$ cat config.mk
export PLATFORM = sky130hd
export DESIGN_NAME = if_fetch_unit_flat
export DESIGN_NICKNAME = d
export VERILOG_FILES = /design/src/rtl/if_pkg.sv /design/src/rtl/if_fetch_unit_if.sv /design/src/rtl/fetch_queue.sv /design/src/rtl/if_fetch_unit.sv /design/src/flat_wrapper.sv
export SDC_FILE = /design/constraint.sdc
export NUM_CORES = 1
export LEC_CHECK = 0
export ABC_AREA = 1
export BUFFER_PORTS_ARGS = -buffer_cell sky130_fd_sc_hd__buf_2
export CORE_MARGIN = 1
export CORE_UTILIZATION = 55
export CTS_BUF_LIST = sky130_fd_sc_hd__clkbuf_8
export DETAILED_ROUTE_END_ITERATION = 7
export GPL_ROUTABILITY_DRIVEN = 0
export HOLD_SLACK_MARGIN = 0.03
export PLACE_DENSITY = 0.83
export RECOVER_POWER = 25
export SYNTH_ARGS = -nofsm -noshare
export SYNTH_HDL_FRONTEND = slang
export SYNTH_HIERARCHICAL = 1
export SYNTH_SLANG_ARGS = --single-unit
$ cat constraint.sdc
create_clock -name clk -period 5.9 [get_ports clk]
set_input_delay 0.59 -clock clk [delete_from_list [all_inputs] [get_ports clk]]
set_output_delay 0.59 -clock clk [all_outputs]
set_load 0.01 [all_outputs]
$ cat src/rtl/if_pkg.sv
// Shared types and defaults for the instruction-fetch stage.
package if_pkg;

    localparam int              XLEN_DEFAULT      = 32;
    localparam logic [31:0]     RESET_VEC_DEFAULT = 32'h0000_0000;
    localparam int              INST_BYTES        = 4;

    typedef enum logic [1:0] {
        S_BOOT  = 2'd0,
        S_RUN   = 2'd1,
        S_DRAIN = 2'd2
    } fetch_state_e;

    typedef struct packed {
        logic [XLEN_DEFAULT-1:0] pc;
        logic [XLEN_DEFAULT-1:0] inst;
        logic                    filled;
    } fetch_entry_t;

endpackage

$ cat src/rtl/if_fetch_unit_if.sv
// Instruction-memory request/response bus between the fetch unit and imem.
interface if_fetch_unit_if
    import if_pkg::*;
#(
    parameter int XLEN = XLEN_DEFAULT
) ();

    logic            imem_req_o;
    logic [XLEN-1:0] imem_addr_o;
    logic            imem_gnt_i;
    logic            imem_rvalid_i;
    logic [XLEN-1:0] imem_rdata_i;

    modport master (
        output imem_req_o,
        output imem_addr_o,
        input  imem_gnt_i,
        input  imem_rvalid_i,
        input  imem_rdata_i
    );

    modport slave (
        input  imem_req_o,
        input  imem_addr_o,
        output imem_gnt_i,
        output imem_rvalid_i,
        output imem_rdata_i
    );

endinterface

$ cat src/rtl/fetch_queue.sv
// Ordered ring of fetched instructions: entries are allocated at grant,
// filled in order as responses return, and popped at the head.
module fetch_queue
    import if_pkg::*;
#(
    parameter int XLEN     = XLEN_DEFAULT,
    parameter int FQ_DEPTH = 2
) (
    input  logic                             clk,
    input  logic                             rst,
    input  logic                             flush_i,
    input  logic                             alloc_i,
    input  logic [XLEN-1:0]                  alloc_pc_i,
    input  logic                             fill_i,
    input  logic [XLEN-1:0]                  fill_inst_i,
    input  logic                             pop_i,
    output logic                             head_valid_o,
    output logic [XLEN-1:0]                  head_pc_o,
    output logic [XLEN-1:0]                  head_inst_o,
    output logic [$clog2(FQ_DEPTH+1)-1:0]    alloc_cnt_o,
    output logic [$clog2(FQ_DEPTH+1)-1:0]    unfilled_cnt_o
);

    localparam int PW = $clog2(FQ_DEPTH);
    localparam int CW = $clog2(FQ_DEPTH+1);

    logic [PW-1:0]       head_q, tail_q, fill_q;
    logic [CW-1:0]       cnt_q, unf_q;
    logic [FQ_DEPTH-1:0] valid_q, filled_q;
    logic [XLEN-1:0]     pc_q   [FQ_DEPTH];
    logic [XLEN-1:0]     inst_q [FQ_DEPTH];
    logic                fill_ok, pop_ok;

    // A stray response with nothing outstanding must not advance the fill pointer.
    assign fill_ok = fill_i && (unf_q != '0);
    assign head_valid_o = valid_q[head_q] & filled_q[head_q];
    assign pop_ok = pop_i && head_valid_o;

    assign head_pc_o      = pc_q[head_q];
    assign head_inst_o    = inst_q[head_q];
    assign alloc_cnt_o    = cnt_q;
    assign unfilled_cnt_o = unf_q;

    always_ff @(posedge clk) begin
        if (rst || flush_i) begin
            head_q   <= '0;
            tail_q   <= '0;
            fill_q   <= '0;
            cnt_q    <= '0;
            unf_q    <= '0;
            valid_q  <= '0;
            filled_q <= '0;
        end else begin
            if (alloc_i) begin
                valid_q[tail_q]  <= 1'b1;
                filled_q[tail_q] <= 1'b0;
                tail_q           <= tail_q + PW'(1);
            end
            if (fill_ok) begin
                filled_q[fill_q] <= 1'b1;
                fill_q           <= fill_q + PW'(1);
            end
            if (pop_ok) begin
                valid_q[head_q] <= 1'b0;
                head_q          <= head_q + PW'(1);
            end
            cnt_q <= cnt_q + CW'(alloc_i) - CW'(pop_ok);
            unf_q <= unf_q + CW'(alloc_i) - CW'(fill_ok);
        end
    end

    always_ff @(posedge clk) begin
        if (alloc_i) begin
            pc_q[tail_q] <= alloc_pc_i;
        end
        if (fill_ok) begin
            inst_q[fill_q] <= fill_inst_i;
        end
    end

endmodule

$ cat src/rtl/if_fetch_unit.sv
// Instruction-fetch stage: PC, boot/run/drain FSM, wrong-path drop counter
// and request issue; returned instructions are buffered in fetch_queue.
module if_fetch_unit
    import if_pkg::*;
#(
    parameter int              XLEN      = XLEN_DEFAULT,
    parameter logic [XLEN-1:0] RESET_VEC = RESET_VEC_DEFAULT,
    parameter int              FQ_DEPTH  = 2
) (
    input  logic              clk,
    input  logic              rst,
    input  logic              stall_i,
    input  logic              redirect_i,
    input  logic [XLEN-1:0]   redirect_pc_i,
    if_fetch_unit_if.master   imem,
    output logic              id_valid_o,
    input  logic              id_ready_i,
    output logic [XLEN-1:0]   id_pc_o,
    output logic [XLEN-1:0]   id_inst_o
);

    localparam int            CW        = $clog2(FQ_DEPTH+1);
    localparam logic [CW:0]   DEPTH_LIM = (CW+1)'(FQ_DEPTH);

    fetch_state_e    state_q, state_d;
    logic [XLEN-1:0] pc_q, pc_d;
    logic [CW-1:0]   drop_cnt_q, drop_cnt_d;
    logic [CW-1:0]   alloc_cnt, unfilled_cnt;
    logic [CW:0]     inflight;
    logic            head_valid;
    logic [XLEN-1:0] head_pc, head_inst;
    logic            issue, grant, fill, pop, rvalid;

    assign rvalid   = imem.imem_rvalid_i;
    assign inflight = {1'b0, alloc_cnt} + {1'b0, drop_cnt_q};

    // Issue depends only on registered state plus stall/redirect; never on id_ready_i.
    assign issue = !rst && (state_q != S_BOOT) && !stall_i && !redirect_i
                   && (inflight < DEPTH_LIM);
    assign grant = issue && imem.imem_gnt_i;

    assign imem.imem_req_o  = issue;
    assign imem.imem_addr_o = pc_q;

    assign fill = rvalid && (drop_cnt_q == '0) && !redirect_i;
    assign pop  = id_valid_o && id_ready_i && !redirect_i;

    assign id_valid_o = !rst && head_valid;
    assign id_pc_o    = id_valid_o ? head_pc   : '0;
    assign id_inst_o  = id_valid_o ? head_inst : '0;

    fetch_queue #(
        .XLEN     (XLEN),
        .FQ_DEPTH (FQ_DEPTH)
    ) u_fq (
        .clk            (clk),
        .rst            (rst),
        .flush_i        (redirect_i),
        .alloc_i        (grant),
        .alloc_pc_i     (pc_q),
        .fill_i         (fill),
        .fill_inst_i    (imem.imem_rdata_i),
        .pop_i          (pop),
        .head_valid_o   (head_valid),
        .head_pc_o      (head_pc),
        .head_inst_o    (head_inst),
        .alloc_cnt_o    (alloc_cnt),
        .unfilled_cnt_o (unfilled_cnt)
    );

    // Requests still in flight at a redirect become drops; a response landing
    // in the redirect cycle itself retires one of them immediately.
    always_comb begin
        drop_cnt_d = drop_cnt_q;
        if (redirect_i) begin
            drop_cnt_d = drop_cnt_q + unfilled_cnt - CW'(rvalid);
        end else if (rvalid && (drop_cnt_q != '0)) begin
            drop_cnt_d = drop_cnt_q - CW'(1);
        end
    end

    always_comb begin
        pc_d = pc_q;
        if (redirect_i) begin
            pc_d = redirect_pc_i & ~XLEN'(INST_BYTES - 1);
        end else if (grant) begin
            pc_d = pc_q + XLEN'(INST_BYTES);
        end
    end

    always_comb begin
        state_d = state_q;
        case (state_q)
            S_BOOT:  state_d = S_RUN;
            S_RUN:   if (redirect_i && (drop_cnt_d != '0)) state_d = S_DRAIN;
            S_DRAIN: if (drop_cnt_d == '0) state_d = S_RUN;
            default: state_d = S_BOOT;
        endcase
    end

    always_ff @(posedge clk) begin
        if (rst) begin
            state_q    <= S_BOOT;
            pc_q       <= RESET_VEC;
            drop_cnt_q <= '0;
        end else begin
            state_q    <= state_d;
            pc_q       <= pc_d;
            drop_cnt_q <= drop_cnt_d;
        end
    end

    always_ff @(posedge clk) begin
        if (!rst) begin
            assert (!(rvalid && (drop_cnt_q == '0) && (unfilled_cnt == '0)))
                else $error("if_fetch_unit: imem response with no outstanding request");
        end
    end

endmodule

$ cat src/flat_wrapper.sv
// flat-port wrapper written by rule: the top's interface ports become plain ports
module if_fetch_unit_flat import if_pkg::*;
#(
    parameter int              XLEN      = XLEN_DEFAULT,
    parameter logic [XLEN-1:0] RESET_VEC = RESET_VEC_DEFAULT,
    parameter int              FQ_DEPTH  = 2
)
  (clk, rst, stall_i, redirect_i, redirect_pc_i, id_valid_o, id_ready_i, id_pc_o, id_inst_o, imem_imem_req_o, imem_imem_addr_o, imem_imem_gnt_i, imem_imem_rvalid_i, imem_imem_rdata_i);
  if_fetch_unit_if #(.XLEN(XLEN)) imem_i ();
  input  logic clk;
  input  logic rst;
  input  logic stall_i;
  input  logic redirect_i;
  input  logic [XLEN-1:0] redirect_pc_i;
  output logic id_valid_o;
  input  logic id_ready_i;
  output logic [XLEN-1:0] id_pc_o;
  output logic [XLEN-1:0] id_inst_o;
  output wire logic [$bits(imem_i.imem_req_o)-1:0] imem_imem_req_o;
  output wire logic [$bits(imem_i.imem_addr_o)-1:0] imem_imem_addr_o;
  input wire logic [$bits(imem_i.imem_gnt_i)-1:0] imem_imem_gnt_i;
  input wire logic [$bits(imem_i.imem_rvalid_i)-1:0] imem_imem_rvalid_i;
  input wire logic [$bits(imem_i.imem_rdata_i)-1:0] imem_imem_rdata_i;
  assign imem_imem_req_o = imem_i.imem_req_o;
  assign imem_imem_addr_o = imem_i.imem_addr_o;
  assign imem_i.imem_gnt_i = imem_imem_gnt_i;
  assign imem_i.imem_rvalid_i = imem_imem_rvalid_i;
  assign imem_i.imem_rdata_i = imem_imem_rdata_i;
  if_fetch_unit #(.XLEN(XLEN), .RESET_VEC(RESET_VEC), .FQ_DEPTH(FQ_DEPTH)) u_core (.clk(clk), .rst(rst), .stall_i(stall_i), .redirect_i(redirect_i), .redirect_pc_i(redirect_pc_i), .imem(imem_i), .id_valid_o(id_valid_o), .id_ready_i(id_ready_i), .id_pc_o(id_pc_o), .id_inst_o(id_inst_o));
endmodule
==> results of run 1 <==
==> synth_stat cells, types with 5 or more instances <==
| master | number | area [sq um] |
|---|---|---|
| dfxtp_1 | 46 | 921 |
| ha_1 | 6 | 75.1 |
| xor2_1 | 11 | 96.3 |
| a21oi_1 | 27 | 135 |
| edfxtp_1 | 128 | 3840 |
| buf_12 | 6 | 120 |
| o21ai_0 | 18 | 90.1 |
| nand2_1 | 173 | 649 |
| o211ai_1 | 5 | 37.5 |
| nand3_1 | 33 | 165 |
| mux2_4 | 60 | 901 |
| clkbuf_1 | 11 | 41.3 |
| nor2_1 | 140 | 526 |
| inv_1 | 125 | 469 |
==> cell families (layout without fill, tap and decap cells) <==
logic type               count (synthesis)  count (layout)
AO/OA/AOI/OAI                           59              59
AND/OR/NAND/NOR                        364             364
XOR/XNOR                                14              14
buffers and inverters                  157             330
adder cells (fa/ha/maj)                  7               7
multiplexers                            64              64
other                                    1               6
flip-flops                             174             174
==> worst reg2reg max path: cells and delay by family, from the launching register on <==
kind                     cells  cell delay (ns)
buffers and inverters        3             0.68
adder cells (fa/ha/maj)      1             0.41
AND/OR/NAND/NOR              4             1.32
flip-flops                   1             0.39
==> layer usage <==
metal,vias to the layer above,GRT usage,routed length [microns]
met5,-,0,0
met2,264,0.397,8760
met1,2815,0.306,7600
li1,3029,-,-
met3,40,0.0446,1240
met4,0,0.0971,473
==> stage by stage <==
step                std cells  power [mW]  hold slack [ns]  setup WS (ns)
finish                   1202        2.44            0.311           2.70
global route             1202        2.53            0.276           2.38
CTS                      1202        2.46            0.282           2.67
detailed placement       1170        1.53            0.479           2.41
global placement         1170        1.52            0.456           2.41
floorplan                 845        1.46            0.445           2.46
==> registers in the layout, summed over array words and instances (netlist names), named ones only <==
signal / cells
u_core/drop_cnt_q: 2
u_core/u_fq/fill_q: 1
u_core/u_fq/alloc_cnt_o: 2
u_core/u_fq/tail_q: 1
u_core/state_q: 2
u_core/u_fq/inst_q: 64
u_core/imem.imem_addr_o: 30
u_core/u_fq/head_q: 1
u_core/u_fq/filled_q: 2
u_core/u_fq/unfilled_cnt_o: 2
u_core/u_fq/valid_q: 2
u_core/u_fq/pc_q: 64
==> area by class of cell <==
cell class                      count  area [sq um]
Inverter                          130           490
Multi-Input combinational cell    514          3000
Clock inverter                     15           236
Clock buffer                       17           234
Sequential cell                   174          4770
Tap cell                          184           230
Fill cell                        1145          4960
Timing Repair Buffer              168           831
==> path summary, 6_finish.rpt <==
| path | start | endpoint | cells past startpoint |
|---|---|---|---|
| min reg2reg | u_core/u_fq/filled_q[0]$_SDFF_PP0_ | u_core/u_fq/filled_q[0]$_SDFF_PP0_ | 2 |
| max reg2reg | u_core/drop_cnt_q[0]$_SDFF_PP0_ | u_core/u_fq/pc_q[0][28]$_DFFE_PP_ | 8 |
| min | imem_imem_rdata_i[21] | u_core/u_fq/inst_q[1][21]$_DFFE_PP_ | 1 |
| max | u_core/drop_cnt_q[0]$_SDFF_PP0_ | u_core/u_fq/pc_q[0][28]$_DFFE_PP_ | 8 |
==> power breakdown <==
part	internal [mW]	leakage, nW	switching [mW]
clock network	0.511	0.225	0.432
logic	0.0547	2.59	0.0818
registers	1.33	1.54	0.0338
==> reports/metrics.cfg, run 1 <==
[outcome]
status=complete, no violations

[die]
die-area_sq_mm=0.0159
die_w_microns=126
top_level_ports=169
coreArea_sq_mm=0.0148
die_y_microns=126
start_util=0.573
num_rows=44

[worst_setup_path]
slowest_stage=nor2_4
critPathMaxFanout=33
crit_type=flop to flop
crit_path_cell_trace=nand2_1 -> inv_1 -> fa_1 -> nor2_1 -> nand4_4 -> inv_2 -> inv_1 -> nor2_4
cpMostUsedCell=inv_1
start_kind=flop
cp_slowest_stage_delay_ns=0.77
crit_path_end_kind=flop
cp_num_buf_inv=3
cp_top_family=simple AND/OR/NAND/NOR gates
worstPathRequired_ns=5.98
regToRegSetupSlack_ns=2.70
arrival_ns=3.28

[synth]
synth.avg_cell_area_sq_um=10.1
synthCells=840
synth-simple-area-share=0.175
synth_edf_count=128
yosys_register_bits=174
yosysSeqAreaShare=0.564
yosysUniqueCellTypes=38
synth_mux_area_frac=0.112
synth-main-ff-cell=edfxtp_1
synth_compound_area_frac=0.0377
synth_top_family_by_area=simple AND/OR/NAND/NOR gates
synthAdderAreaFrac=0.0113
synth-xor-area-share=0.0145
async_flop_share=0
yosysWarnings=6
syn_area_sq_mm=0.00845

[cts]
numCtsBuffers=17
cts_tree=yes
cts_root_buf=clkbuf_8
h-tree-depth=4
clk_latency_ns=0.46
clkSinkCount=174
clock_path_buffers=2
cts_hold_buf=0
clk_pin_slew_ns=0.09
post_cts_buffers=0
ctsResizeCount=0

[sta]
worstMarginPinSlew_ns=0.982
finalClockSkew_ns=0.0129
slew_headroom=0.344
slew_viol_final=0
tns_ns=0
clock.fmax_mhz=313
post-route-period-util=0.542
final-setup-viol-count=0
layout_min_cycle_time_ns=3.20
rsz0062_at_grt=false
hold_violations=0

[route]
drt_iter0_drc=582
vias=6148
dr.pass1.iters=6
detail_route.vias_per_cell=5.11
route.antenna.remaining_nets=0
drc=0
wl_microns=18100
detail_route.wl_per_cell_microns=15.0

[grt]
grt_antenna_before_repair=0
grt_max_degree=66
grt_pass1_vias=5626
grt_pass1_wl_microns=28600
grt_overflow_total=0
grt_usage=0.238

[layout]
final_util=0.664
antenna_cells=0
final_area_sq_mm=0.00979
layout_commonest_cell=nand2_1
layout_common_cells=172 x nand2_1, 148 x buf_2, 138 x nor2_1
syn_to_final_growth_pct=15.9
fin_nets=1083
drive_gt1_frac=0.265

[min_path]
hold_class=input pin to flop

[power]
ir_worst_vdd_uv=143
power_density_mw_per_mm2=249
p_leak_nw=4.35

[placement]
io_buffer_count=164
dpl.hpwl_microns=12600
dpl_cell_area_sq_mm=0.00934

[flow_run]
cap_viol_max_count=0

(Power assumes the default switching activity.)
==> run 2: changes to the inputs <==
==> constraint.sdc (replaced) <==
create_clock -name clk -period 3.3 [get_ports clk]
set_input_delay 0.33 -clock clk [delete_from_list [all_inputs] [get_ports clk]]
set_output_delay 0.33 -clock clk [all_outputs]
set_load 0.01 [all_outputs]
==> run 2 against run 1 <==
Net effect: utilization grew 0.65 points; final cell count grew 0.67%; non-clock buffer count grew 8; via count rose by 1.2%; power increased by 80%; clock skew decreased by 0.0045 ns; first-iteration DRC count increased by 3.1%; sequential share of layout area fell by 0.47 points; count of clock-buffer cells in the layout is the same; cell area up 0.98%.
==> reports/metrics.cfg, run 2 (synthesis gave the netlist of run 1 again) <==
[power]
ir_worst_vdd_uv=236  ; +66%
p_leak_nw=4.40  ; +1.2%
switchingPower_uw=1000  ; +82%
report.power.total_mw=4.39  ; +80%
pwr-share-clk=0.388  ; +0.002
p_sw_frac=0.228  ; +0.00328
power_density_mw_per_mm2=444  ; +78%
pwr-share-seq=0.555  ; -0.003
p_comb_frac=0.057  ; about the same
p_int_mw=3.39  ; +79%

[worst_setup_path]
slowest_stage=fa_1
cp_top_family=simple AND/OR/NAND/NOR gates
regToRegSetupSlack_ns=0.73  ; -1.97 ns
crit_type=flop to flop
cp_slowest_stage_delay_ns=0.41  ; -0.36 ns
worstPathRequired_ns=3.46  ; -2.52 ns
crit_path_end_kind=flop
cpMostUsedCell=inv_1
cp_num_buf_inv=4  ; +1
crit_path_cell_trace=nand2_1 -> inv_1 -> fa_1 -> nor2_1 -> nand4_4 -> inv_2 -> inv_1 -> nor2_4 -> buf_12
start_kind=flop
critPathMaxFanout=24  ; -27%
arrival_ns=2.73  ; -0.55 ns

[sta]
post-route-period-util=0.779  ; +0.237
clock.fmax_mhz=389  ; +24%
worstMarginPinSlew_ns=0.713  ; -0.269 ns
final-setup-viol-count=0  ; unchanged
hold_violations=0  ; unchanged
slew_viol_final=0  ; unchanged
finalClockSkew_ns=0.00844  ; -0.00445 ns
slew_headroom=0.525  ; +0.181
layout_min_cycle_time_ns=2.57  ; -0.628 ns
rsz0062_at_grt=false
tns_ns=0  ; unchanged

[grt]
grt_overflow_total=0  ; unchanged
grt_pass1_wl_microns=29000  ; +1.4%
grt_max_degree=44  ; -33%
grt_usage=0.239  ; +0.00127
grt_antenna_before_repair=0  ; unchanged
grt_pass1_vias=5745  ; +2.1%

[layout]
fin_nets=1091  ; +0.74%
layout_commonest_cell=nand2_1
fill_cells=1084  ; -5.3%
syn_to_final_growth_pct=17.0
drive_gt1_frac=0.266  ; +0.000856
antenna_cells=0  ; unchanged
layout_common_cells=172 x nand2_1, 145 x buf_2, 138 x nor2_1
final_util=0.670  ; +0.00653

[die]
die-area_sq_mm=0.0159  ; unchanged
top_level_ports=169  ; unchanged
num_rows=44  ; unchanged
start_util=0.573  ; unchanged
die_y_microns=126  ; unchanged
die_w_microns=126  ; unchanged
coreArea_sq_mm=0.0148  ; unchanged

[route]
wl_microns=18500  ; +2.6%
drt_iter0_drc=600  ; +3.1%
drc=0  ; unchanged
dr.pass1.iters=5  ; -1
detail_route.wl_per_cell_microns=15.3  ; +1.9%
detail_route.vias_per_cell=5.14  ; +0.57%
route.antenna.remaining_nets=0  ; unchanged
vias=6224  ; +1.2%

[cts]
clkSinkCount=174  ; unchanged
clk_pin_slew_ns=0.09  ; about the same
clock_path_buffers=2  ; unchanged
h-tree-depth=4  ; unchanged
clk_latency_ns=0.46  ; about the same
cts_tree=yes
ctsResizeCount=0  ; unchanged
cts_root_buf=clkbuf_8
numCtsBuffers=17  ; unchanged

[placement]
dpl.hpwl_microns=12800  ; +1.7%
io_buffer_count=164  ; unchanged

[outcome]
status=complete, no violations

[flow_run]
cap_viol_max_count=0  ; unchanged

[min_path]
hold_class=input pin to flop

## run 2: per-layer routing
| metal | up-vias | track usage | wire [microns] | part of all wire |
|---|---|---|---|---|
| li1 | 3046 | - | - | - |
| met1 | 2877 | 0.309 | 7840 | 0.42 |
| met2 | 270 | 0.399 | 8950 | 0.48 |
| met3 | 31 | 0.0442 | 1370 | 0.074 |
| met4 | 0 | 0.0928 | 376 | 0.020 |
| met5 | - | 0 | 0 | 0 |
## run 2: power by group through the flow
| stage | combinational [mW] | sequential, mW | clock [mW] |
|---|---|---|---|
| floorplan | 0.138 | 2.47 | 0 |
| global placement | 0.236 | 2.48 | 0 |
| detailed placement | 0.247 | 2.48 | 0 |
| CTS | 0.250 | 2.43 | 1.73 |
| global route | 0.279 | 2.44 | 1.81 |
| finish | 0.250 | 2.44 | 1.70 |
## run 2: per-stage QoR
step / worst slack (ns) / hold slack [ns] / cells / area [sq um]
floorplan: 0.354 / 0.399 / 845 / 8470
global placement: 0.777 / 0.455 / 1176 / 9420
detailed placement: 0.758 / 0.462 / 1176 / 9420
CTS: 0.728 / 0.0302 / 1209 / 9900
global route: 0.534 / 0.0311 / 1210 / 9890
finish: 0.729 / 0.0573 / 1210 / 9890
## run 2: area by class of cell
cell class	instances	area, sq um	share of cell area
Tap cell	184	230	0.0233
Clock inverter	15	234	0.0237
Inverter	130	490	0.0496
Timing Repair Buffer	176	930	0.0940
Multi-Input combinational cell	514	3000	0.304
Sequential cell	174	4770	0.482
Clock buffer	17	234	0.0237
## run 2: path summary, 6_finish.rpt
check                                                startpoint  depth (start not counted)                                  to
worst max-delay path            u_core/drop_cnt_q[0]$_SDFF_PP0_                          9   u_core/u_fq/pc_q[0][23]$_DFFE_PP_
worst min-delay path                       imem_imem_rdata_i[8]                          1  u_core/u_fq/inst_q[1][8]$_DFFE_PP_
worst min register to register  u_core/u_fq/fill_q$_SDFFE_PP0P_                          2     u_core/u_fq/fill_q$_SDFFE_PP0P_
worst max register to register  u_core/drop_cnt_q[0]$_SDFF_PP0_                          9   u_core/u_fq/pc_q[0][23]$_DFFE_PP_
## run 2: timing repair
| action | in CTS | in global routing |
|---|---|---|
| hold buffers | 1 | 1 |
| setup buffers | 0 | 0 |
| setup endpoints to repair | 0 | 0 |
| endpoints found under the hold margin | 2 | 2 |
